### src/rtl/soc_bus_pkg.sv
// Shared types and helpers for the picorv32 memory bus fabric.
package soc_bus_pkg;

    typedef enum logic [1:0] {
        IDLE   = 2'd0,
        ACCESS = 2'd1,
        DONE   = 2'd2
    } bus_state_t;

    localparam logic [31:0] ERR_RDATA_DEFAULT = 32'hdeadbeef;
    localparam int unsigned CNT_W             = 16;

    // Index width for n targets; never narrower than one bit.
    function automatic int unsigned clog2(input int unsigned n);
        int unsigned w;
        w = 1;
        while ((32'd1 << w) < n) w++;
        return w;
    endfunction

endpackage

### src/rtl/mem_bus_fabric_if.sv
// picorv32 native memory request/response bundle between the CPU and the fabric.
interface mem_bus_fabric_if;

    logic        mem_valid;
    logic [31:0] mem_addr;
    logic [31:0] mem_wdata;
    logic [3:0]  mem_wstrb;
    logic        mem_ready;
    logic [31:0] mem_rdata;

    modport master (
        output mem_valid, mem_addr, mem_wdata, mem_wstrb,
        input  mem_ready, mem_rdata
    );

    modport slave (
        input  mem_valid, mem_addr, mem_wdata, mem_wstrb,
        output mem_ready, mem_rdata
    );

endinterface

### src/rtl/mem_bus_decode.sv
// Combinational top-byte address decoder; the lowest-index matching target wins.
module mem_bus_decode
    import soc_bus_pkg::*;
#(
    parameter int unsigned                 NUM_SLAVES = 5,
    parameter logic [8*NUM_SLAVES-1:0]     SLAVE_BASE = {8'hff, 8'hfe, 8'hf0, 8'h01, 8'h00},
    parameter logic [8*NUM_SLAVES-1:0]     SLAVE_MASK = {NUM_SLAVES{8'hff}},
    localparam int unsigned                IDX_W      = clog2(NUM_SLAVES)
) (
    input  logic [7:0]       addr_hi,
    output logic             hit,
    output logic [IDX_W-1:0] idx
);

    always_comb begin
        hit = 1'b0;
        idx = '0;
        for (int unsigned i = 0; i < NUM_SLAVES; i++) begin
            if (!hit && ((addr_hi & SLAVE_MASK[i*8 +: 8]) == SLAVE_BASE[i*8 +: 8])) begin
                hit = 1'b1;
                idx = IDX_W'(i);
            end
        end
    end

endmodule

### src/rtl/mem_bus_fabric.sv
// Single-master fabric: decode, wait-state/external acknowledge, read mux and sticky error status.
module mem_bus_fabric
    import soc_bus_pkg::*;
#(
    parameter int unsigned             NUM_SLAVES     = 5,
    parameter logic [8*NUM_SLAVES-1:0] SLAVE_BASE     = {8'hff, 8'hfe, 8'hf0, 8'h01, 8'h00},
    parameter logic [8*NUM_SLAVES-1:0] SLAVE_MASK     = {NUM_SLAVES{8'hff}},
    parameter logic [NUM_SLAVES-1:0]   ACK_EXT        = 5'b00001,
    parameter logic [4*NUM_SLAVES-1:0] WAIT_CYCLES    = {NUM_SLAVES{4'd0}},
    parameter int unsigned             TIMEOUT_CYCLES = 1024,
    parameter logic [31:0]             ERR_RDATA      = ERR_RDATA_DEFAULT
) (
    input  logic                     clk_cpu,
    input  logic                     reset,
    mem_bus_fabric_if.slave          cpu,
    output logic [NUM_SLAVES-1:0]    s_valid,
    output logic [4*NUM_SLAVES-1:0]  s_wstrb,
    output logic [23:0]              s_addr,
    output logic [31:0]              s_wdata,
    input  logic [32*NUM_SLAVES-1:0] s_rdata,
    input  logic [NUM_SLAVES-1:0]    s_ready,
    input  logic                     err_clr,
    output logic                     err_unmapped,
    output logic                     err_timeout,
    output logic [31:0]              err_addr
);

    localparam int unsigned      IDX_W   = clog2(NUM_SLAVES);
    localparam logic [CNT_W-1:0] TO_LAST = CNT_W'(TIMEOUT_CYCLES - 1);

    bus_state_t        state, state_nxt;
    logic [IDX_W-1:0]  sel;
    logic [31:0]       req_addr;
    logic [31:0]       req_wdata;
    logic [3:0]        req_wstrb;
    logic [CNT_W-1:0]  cnt;
    logic [31:0]       rdata_q;
    logic              dec_hit;
    logic [IDX_W-1:0]  dec_idx;
    logic              complete;
    logic              time_err;

    mem_bus_decode #(
        .NUM_SLAVES (NUM_SLAVES),
        .SLAVE_BASE (SLAVE_BASE),
        .SLAVE_MASK (SLAVE_MASK)
    ) u_decode (
        .addr_hi (cpu.mem_addr[31:24]),
        .hit     (dec_hit),
        .idx     (dec_idx)
    );

    assign cpu.mem_ready = (state == DONE);
    assign cpu.mem_rdata = rdata_q;
    assign s_addr        = req_addr[23:0];
    assign s_wdata       = req_wdata;

    always_comb begin
        state_nxt = state;
        s_valid   = '0;
        s_wstrb   = '0;
        complete  = 1'b0;
        time_err  = 1'b0;
        case (state)
            IDLE: begin
                if (cpu.mem_valid) state_nxt = dec_hit ? ACCESS : DONE;
            end
            ACCESS: begin
                s_valid[sel] = 1'b1;
                if (ACK_EXT[sel]) begin
                    // External ack beats a timeout landing on the same cycle.
                    s_wstrb[sel*4 +: 4] = req_wstrb;
                    if (s_ready[sel]) begin
                        complete = 1'b1;
                    end else if (cnt == TO_LAST) begin
                        complete = 1'b1;
                        time_err = 1'b1;
                    end
                end else begin
                    if (cnt == '0) s_wstrb[sel*4 +: 4] = req_wstrb;
                    if (cnt == {{(CNT_W-4){1'b0}}, WAIT_CYCLES[sel*4 +: 4]}) complete = 1'b1;
                end
                if (complete) state_nxt = DONE;
            end
            DONE:    state_nxt = IDLE;
            default: state_nxt = IDLE;
        endcase
    end

    always_ff @(posedge clk_cpu) begin
        if (reset) begin
            state        <= IDLE;
            sel          <= '0;
            req_addr     <= '0;
            req_wdata    <= '0;
            req_wstrb    <= '0;
            cnt          <= '0;
            rdata_q      <= '0;
            err_unmapped <= 1'b0;
            err_timeout  <= 1'b0;
            err_addr     <= '0;
        end else begin
            state <= state_nxt;
            // Clear first so a coincident new error below takes precedence.
            if (err_clr) begin
                err_unmapped <= 1'b0;
                err_timeout  <= 1'b0;
            end
            case (state)
                IDLE: begin
                    if (cpu.mem_valid) begin
                        if (dec_hit) begin
                            sel       <= dec_idx;
                            req_addr  <= cpu.mem_addr;
                            req_wdata <= cpu.mem_wdata;
                            req_wstrb <= cpu.mem_wstrb;
                            cnt       <= '0;
                        end else begin
                            rdata_q      <= ERR_RDATA;
                            err_unmapped <= 1'b1;
                            err_addr     <= cpu.mem_addr;
                        end
                    end
                end
                ACCESS: begin
                    if (cnt != '1) cnt <= cnt + 1'b1;
                    if (complete) begin
                        if (time_err) begin
                            rdata_q     <= ERR_RDATA;
                            err_timeout <= 1'b1;
                            err_addr    <= req_addr;
                        end else begin
                            rdata_q <= s_rdata[sel*32 +: 32];
                        end
                    end
                end
                default: ;
            endcase
        end
    end

endmodule

### src/flat_wrapper.sv
// flat-port wrapper written by rule: the top's interface ports become plain ports
module mem_bus_fabric_flat import soc_bus_pkg::*;
#(
    parameter int unsigned             NUM_SLAVES     = 5,
    parameter logic [8*NUM_SLAVES-1:0] SLAVE_BASE     = {8'hff, 8'hfe, 8'hf0, 8'h01, 8'h00},
    parameter logic [8*NUM_SLAVES-1:0] SLAVE_MASK     = {NUM_SLAVES{8'hff}},
    parameter logic [NUM_SLAVES-1:0]   ACK_EXT        = 5'b00001,
    parameter logic [4*NUM_SLAVES-1:0] WAIT_CYCLES    = {NUM_SLAVES{4'd0}},
    parameter int unsigned             TIMEOUT_CYCLES = 1024,
    parameter logic [31:0]             ERR_RDATA      = ERR_RDATA_DEFAULT
)
  (clk_cpu, reset, s_valid, s_wstrb, s_addr, s_wdata, s_rdata, s_ready, err_clr, err_unmapped, err_timeout, err_addr, cpu_mem_valid, cpu_mem_addr, cpu_mem_wdata, cpu_mem_wstrb, cpu_mem_ready, cpu_mem_rdata);
  mem_bus_fabric_if cpu_i ();
  input  logic clk_cpu;
  input  logic reset;
  output logic [NUM_SLAVES-1:0] s_valid;
  output logic [4*NUM_SLAVES-1:0] s_wstrb;
  output logic [23:0] s_addr;
  output logic [31:0] s_wdata;
  input  logic [32*NUM_SLAVES-1:0] s_rdata;
  input  logic [NUM_SLAVES-1:0] s_ready;
  input  logic err_clr;
  output logic err_unmapped;
  output logic err_timeout;
  output logic [31:0] err_addr;
  input wire logic [$bits(cpu_i.mem_valid)-1:0] cpu_mem_valid;
  input wire logic [$bits(cpu_i.mem_addr)-1:0] cpu_mem_addr;
  input wire logic [$bits(cpu_i.mem_wdata)-1:0] cpu_mem_wdata;
  input wire logic [$bits(cpu_i.mem_wstrb)-1:0] cpu_mem_wstrb;
  output wire logic [$bits(cpu_i.mem_ready)-1:0] cpu_mem_ready;
  output wire logic [$bits(cpu_i.mem_rdata)-1:0] cpu_mem_rdata;
  assign cpu_i.mem_valid = cpu_mem_valid;
  assign cpu_i.mem_addr = cpu_mem_addr;
  assign cpu_i.mem_wdata = cpu_mem_wdata;
  assign cpu_i.mem_wstrb = cpu_mem_wstrb;
  assign cpu_mem_ready = cpu_i.mem_ready;
  assign cpu_mem_rdata = cpu_i.mem_rdata;
  mem_bus_fabric #(.NUM_SLAVES(NUM_SLAVES), .SLAVE_BASE(SLAVE_BASE), .SLAVE_MASK(SLAVE_MASK), .ACK_EXT(ACK_EXT), .WAIT_CYCLES(WAIT_CYCLES), .TIMEOUT_CYCLES(TIMEOUT_CYCLES), .ERR_RDATA(ERR_RDATA)) u_core (.clk_cpu(clk_cpu), .reset(reset), .cpu(cpu_i), .s_valid(s_valid), .s_wstrb(s_wstrb), .s_addr(s_addr), .s_wdata(s_wdata), .s_rdata(s_rdata), .s_ready(s_ready), .err_clr(err_clr), .err_unmapped(err_unmapped), .err_timeout(err_timeout), .err_addr(err_addr));
endmodule
### config.mk
export PLATFORM = sky130hd
export DESIGN_NAME = mem_bus_fabric_flat
export DESIGN_NICKNAME = d
export VERILOG_FILES = /design/src/rtl/soc_bus_pkg.sv /design/src/rtl/mem_bus_fabric_if.sv /design/src/rtl/mem_bus_decode.sv /design/src/rtl/mem_bus_fabric.sv /design/src/flat_wrapper.sv
export SDC_FILE = /design/constraint.sdc
export NUM_CORES = 1
export LEC_CHECK = 0
export ABC_AREA = 1
export BUFFER_PORTS_ARGS = -buffer_cell sky130_fd_sc_hd__buf_2
export CORE_AREA = 2 2 151 153
export DETAILED_ROUTE_END_ITERATION = 10
export DIE_AREA = 0 0 153 155
export PLACE_DENSITY = 0.69
export SYNTH_ARGS = -nofsm -noshare
export SYNTH_HDL_FRONTEND = slang
export SYNTH_HIERARCHICAL = 1
export SYNTH_SLANG_ARGS = --single-unit
### constraint.sdc
create_clock -name clk_cpu -period 3.1 [get_ports clk_cpu]
set_clock_uncertainty 0.15 [all_clocks]
set_input_delay 0.62 -clock clk_cpu [delete_from_list [all_inputs] [get_ports clk_cpu]]
set_output_delay 0.62 -clock clk_cpu [all_outputs]
set_load 0.1 [all_outputs]
======== After elaboration in Yosys (flattened, before gate mapping) ========
Memory sizes are Yosys's and may differ from the RTL's. A register that Yosys moved wholly into a read port is not among the register bits.
Cells that the tools add are included.
storage, ports and cells
  logic and storage cells ................. 109
  input bits .............................. 237
  output and inout bits ................... 148
  memories kept ........................... 1
  ROM bits ................................ 8
  register bits ........................... 155
memories
  name             words  width  rd ports  clocked after Yosys merged registers in  write ports  RTL line              text
  (no name shown)  8      1      1         1                                        0            mem_bus_fabric.sv:70  if (ACK_EXT[sel]) begin
cells by class
  bitwise gates (word level) .............. 1
  magnitude comparators ................... 2
  reductions and logical operators ........ 18
  shift-type cells ........................ 4
  add/sub/neg operators ................... 2
  multiplexer cells ....................... 55
  equal/unequal tests ..................... 16
operators by type and width
  operator                 count
  $mux 32                  8
  $shiftx 160x9->32        1
  $pmux 32 s2              2
  $mux 20                  3
  $mux 16                  3
  $neg 5->34               1
  $shift 4x34->20 const A  1
  $shiftx 4x34->20         1
  $pmux 16 s2              1
  $mux 1                   26
  $eq 8x8->1 const B       3
  $and 20x20->20           1
  $shiftx 20x6->4 const A  1
  $add 16x1->16 const B    1
  $eq 16x10->1 const B     1
  $eq 16x4->1              1
  $logic_not 16->1         1
  $ne 16x16->1 const B     1
  $mux 2                   5
  $ne 2x1->1 const B       5
  $mux 3                   3
  $eq 8x1->1 const B       1
  $logic_not 8->1          1
  $reduce_and 4->1         2
  16 further kinds         24

======== Logic depth before layout (Yosys ltp) ========
  word-level depth ........................ 17
  gate-level depth with buffers ........... 15
  depth with buffers taken out ............ 15

======== By module ========
Netlist, hierarchy kept.
modules (own cells, without submodules)
  module          cells an instance  instances  area an instance (um^2)
  mem_bus_fabric  1,373              1          8,578.2
  mem_bus_decode  28                 1          132.6

======== Worst setup path after synthesis ========
Ideal clock, no wire load.
  kind .................................... flip-flop to output port
  start ................................... register u_core.sel[0]
  end ..................................... output port s_wstrb[4]
  path buffers ............................ 2
  arrival time ............................ 3.912 ns
  cell stages (with the launch flop) ...... 10
  data required time ...................... 2.330 ns
  path slack .............................. -1.582 ns
  cell sequence ........................... dfxtp_1 -> inv_1 -> buf_2 -> buf_1 -> ha_1 -> ha_1 -> inv_1 -> nor3_1 -> nand3_1 -> nor3_1
between the ends
  cells in the longest elaborated chain, start to end .. 6
  elaborated cells on any way between the ends .. 7
  classes of those cells .................. 1 x add/sub; 2 x shift; 3 x mux; 1 x bitwise
ends and longest elaborated chain
  item                                                 RTL line                                    text
  start: declaration                                   mem_bus_fabric.sv:32                        logic [IDX_W-1:0] sel;
  start signal: assignment                             mem_bus_fabric.sv:113                       sel <= dec_idx;
  $neg 5->34 *                                         mem_bus_fabric.sv:72, mem_bus_fabric.sv:80
  $shiftx 4x34->20 or $shift 4x34->20 (tied branches)  mem_bus_fabric.sv:72, mem_bus_fabric.sv:80
  $and 20x20->20 (no line) *                           --
  $mux 20                                              mem_bus_fabric.sv:80                        if (cnt == '0) s_wstrb[sel*4 +: 4] = req_wstrb;
  $mux 20 *                                            mem_bus_fabric.sv:70
  $mux 20 *                                            mem_bus_fabric.sv:64                        case (state)
  end: declaration                                     flat_wrapper.sv:17                          output logic [4*NUM_SLAVES-1:0] s_wstrb;
Mark *: on every way between the ends. The rest lies on a longest branch, timed or not.

======== Worst setup path after layout ========
  start ................................... register u_core.cnt[0]
  end ..................................... output port s_wstrb[12]
between the ends
  cells in the longest elaborated chain, start to end .. 4
ends and longest elaborated chain
  item                      RTL line               text
  start: declaration        mem_bus_fabric.sv:36   logic [CNT_W-1:0] cnt;
  start signal: assignment  mem_bus_fabric.sv:126  if (cnt != '1) cnt <= cnt + 1'b1;
  $logic_not 16->1          mem_bus_fabric.sv:80
  $mux 20                   mem_bus_fabric.sv:80
  $mux 20                   mem_bus_fabric.sv:70
  $mux 20                   mem_bus_fabric.sv:64
No other way between the ends.

==> summary.md <==
| Metric | Value |
|---|---|
| Status | finished clean |
| Layout area overhead | 36.1% |
| Worst Tran Pin Value | approximately 0.74 ns |
| Initial antenna violation count | 7 |
| Reg-to-reg setup timing slack | ~0.64 ns |
| GR Util met2 | 0.471 |
| Slew Limit Fails | 0 |
| Reg2Reg Depth | 11 |
| HP Class | input pin to flop |
| Endpoints failing hold | 0 |
| Die area | roughly 24,000 um^2 |
| Post-route cell area | 11,900 um^2 |
| Worst Path Arrival | roughly 2.2 ns |
| Setup slack after layout | roughly 0.13 ns |
| Die span in x | around 150 um |
| Switching share of power | 0.371 |
| Pleak | roughly 5.8 nW |
| Vias per cell | between 5 and 6 |
| DR DRC count | 0 |
| Flop pwr share | 0.385 |
| CP endpoint kind | output port |
| Total CTS buffers | 17 |
| Setup crit start kind | flop |
| Switch Pwr | approximately 2.1 mW |
| Combinational Power Share | 0.238 |
| CTS max path bufs | 2 |
| Hold-critical path endpoint | u_core/s_wdata[16]$_SDFFE_PP0P_ |
| Yosys reg bits | approximately 160 |
| Pre-antenna DRT Iters | 5 |
| Worst hold stages | 3 |
| CTS tree | done |
| Synth area leader | dfxtp_1 |
| Chip height | 155 um |
| Core ar. | roughly 22,000 um^2 |
| Required time of the critical path | between 2 and 2.5 ns |
| Gr usage total | 0.270 |
| Syn Nets | about 1,600 |
| Routability cong. | 0.920 |
| Fin crit period | between 2 and 3 ns |
| Unrepaired setup endpoints after global routing | yes |
| Clock share of power | 0.377 |
| Max Cap Viol | 0 |
| Power, Total | between 5 and 6 mW |
| DP Area | 11,200 um^2 |
| Commonest cells after routing, fill and taps aside | nand2_1 (396), buf_2 (363), nor2_1 (231) |
| Slew margin rel. | 0.506 |
| Num ports | 385 |
| Internal power | about 3.5 mW |
| H-Tree Level Count | 4 |
| Final setup fails | 0 |
| Fmax | approximately 340 MHz |
| Synth warnings | 6 |
| Sink Count | roughly 160 |
| Synth top area share | 0.359 |
| Worst slack, placed | roughly 0.14 ns |
| Number of port buffers | approximately 380 |
| Met3 Usage GRT | 0.0627 |
| Iteration-0 DRC Markers | a little over 500 |
| Post-synthesis sequential area ratio | 0.359 |
| Fraction of layout cells with a size suffix above 1 | 0.298 |
| Grt met1 use | 0.319 |
| Fin nets | between 1,500 and 2,000 |
| Most common cell after layout, fill and taps aside | nand2_1 |
| Final core occ | 0.533 |
| Top cells by area, synth | dfxtp_1 (36%), nand2_1 (17%), nor2_1 (11%), nand3_1 (6.0%), a21oi_1 (5.6%) |
| Hold Startpoint | cpu_mem_wdata[16] |
| Mapped Area | just under 9000 um^2 |
| Total gr overflow | 0 |
| Unique masters post-synth | 32 |
| Total number of vias | between 10,000 and 15,000 |
| Worst vdd ir | about 0.34 mV |
| GR peak layer | met2 |
| First-pass GRT wire length | a little over 50 mm |
| Placed Cells | roughly 2,000 |
| Final setup TNS | 0 ns |
| Initial Util | 0.392 |
| Final wirelength | between 30 and 40 mm |
| Largest net degree at the start of global routing | between 70 and 80 |
| Skew-Pair Late Insertion Delay | 0.43 ns |
| Reg2reg start | u_core/sel[0]$_SDFFE_PP0P_ |
| Reg clk slew, reported paths | approximately 0.07 ns |
| Pwr Density | 469 nW/um^2 |
| DPL Wire Length | 24.2 mm |
| WHS | approximately 0.29 ns |
| Root buf cell | clkbuf_16 |
| Post-Syn Instances | roughly 1,400 |
| Vias in the first global route | about 9,700 |
| DR WL/cell | approximately 16 um |
| Row cnt | 55 |
| Period utilization | 0.958 |
| Worst Path Max Fanout | 6 |
| Crit path kind | flop to output port |
| Non-Filler Instances | about 2,000 |
| Mean Syn Cell Area | approximately 6.2 um^2 |
| Antenna-violating nets left | 0 |
| Worst R2R End | u_core/cpu.mem_rdata[10]$_SDFFE_PP0P_ |
-- power by group through the flow --
| stage | registers (mW) | logic (mW) | clock network (mW) |
|---|---|---|---|
| 3_5_place_dp | 2.19 | 1.32 | 0 |
| 5_1_grt | 2.15 | 1.41 | 2.24 |
| 2_1_floorplan | 2.75 | 0.394 | 0 |
| 6_report | 2.14 | 1.32 | 2.10 |
| 4_1_cts | 2.14 | 1.33 | 2.15 |
| 3_3_place_gp | 2.18 | 1.32 | 0 |
-- sequential cells by signal, indices dropped and copies added (netlist names), named ones only --
signal,flops
u_core/err_unmapped,1
u_core/req_addr,32
u_core/cpu.mem_rdata,32
u_core/cnt,16
u_core/err_timeout,1
u_core/req_wstrb,4
u_core/err_addr,32
u_core/state,2
u_core/sel,3
u_core/s_wdata,32
-- synth_stat cells --
library cell,count
inv_2,5
nor2_4,1
buf_4,29
nand2_1,404
ha_1,8
dfxtp_1,156
nand3_2,1
nand3b_1,1
buf_2,29
a211oi_1,1
clkbuf_1,50
or2_2,3
a21oi_1,97
nand4_1,31
buf_6,4
nand3_1,105
inv_1,71
o21ai_0,77
a21oi_2,1
clkinv_1,3
nor3_1,19
or2_1,1
nor2_2,7
xnor2_1,1
nor4_1,1
nand2_2,2
xor2_1,2
nor3_2,2
buf_1,7
nor2_1,248
o21ai_2,2
o211ai_1,32
-- cell type report --
| cell class | count | area [um^2] |
|---|---|---|
| Clock inverter | 15 | 173 |
| Multi-Input combinational cell | 1047 | 4950 |
| Timing Repair Buffer | 414 | 2520 |
| Antenna cell | 3 | 7.51 |
| Tap cell | 285 | 357 |
| Inverter | 79 | 297 |
| Clock buffer | 17 | 425 |
| Sequential cell | 156 | 3130 |
| Fill cell | 2275 | 10400 |
-- logic make-up (layout without fill, tap and decap cells) --
family	count (synthesis)	after routing	synth area share
AO/OA/AOI/OAI	210	210	0.131
other	0	3	0
flip-flops	156	156	0.359
adder cells (fa/ha/maj)	8	8	0.0115
XOR/XNOR	3	3	0.00302
buffers and inverters	198	525	0.105
AND/OR/NAND/NOR	826	826	0.390
-- routing by layer --
metal	vias up	part of all wire
li1	5125	-
met1	4586	0.40
met2	403	0.49
met3	73	0.070
met4	6	0.038
met5	-	0.0014
-- what timing repair did --
| item | in CTS | in global routing |
|---|---|---|
| cloned | 0 | 0 |
| endpoints found under the setup margin | 20 | 21 |
| pin swaps | 3 | 5 |
| buffers inserted | 4 | 1 |
| gates resized for setup | 1 | 12 |
| hold buffers | 0 | 0 |
-- how the worst max path moves through the flow --
| stage | startpoint | end | slack, ns | cells after the start |
|---|---|---|---|---|
| after floorplan | u_core/sel[1]$_SDFFE_PP0P_ | s_valid[2] | -0.77 | 6 |
| after CTS | u_core/cnt[0]$_SDFFE_PP0P_ | s_wstrb[12] | 0.02 | 9 |
| final | u_core/cnt[0]$_SDFFE_PP0P_ | s_wstrb[12] | 0.13 | 9 |
| after global placement | u_core/sel[2]$_SDFFE_PP0P_ | s_wstrb[11] | 0.22 | 7 |
| after global routing | u_core/cnt[0]$_SDFFE_PP0P_ | s_wstrb[12] | -0.04 | 9 |
| after detailed placement | u_core/sel[2]$_SDFFE_PP0P_ | s_wstrb[9] | 0.14 | 7 |
-- worst max-delay path, stage by stage, from the launching register on --
cell and delay (ns):
dfxtp_1 0.36, inv_1 0.09, ha_1 0.16, nand3_1 0.08, nor2_1 0.10, nand2_1 0.06, nand2_1 0.21, nand2_2 0.25
nor3_4 0.26, buf_12 0.20
No activity file was read; power rests on OpenSTA's default activity.
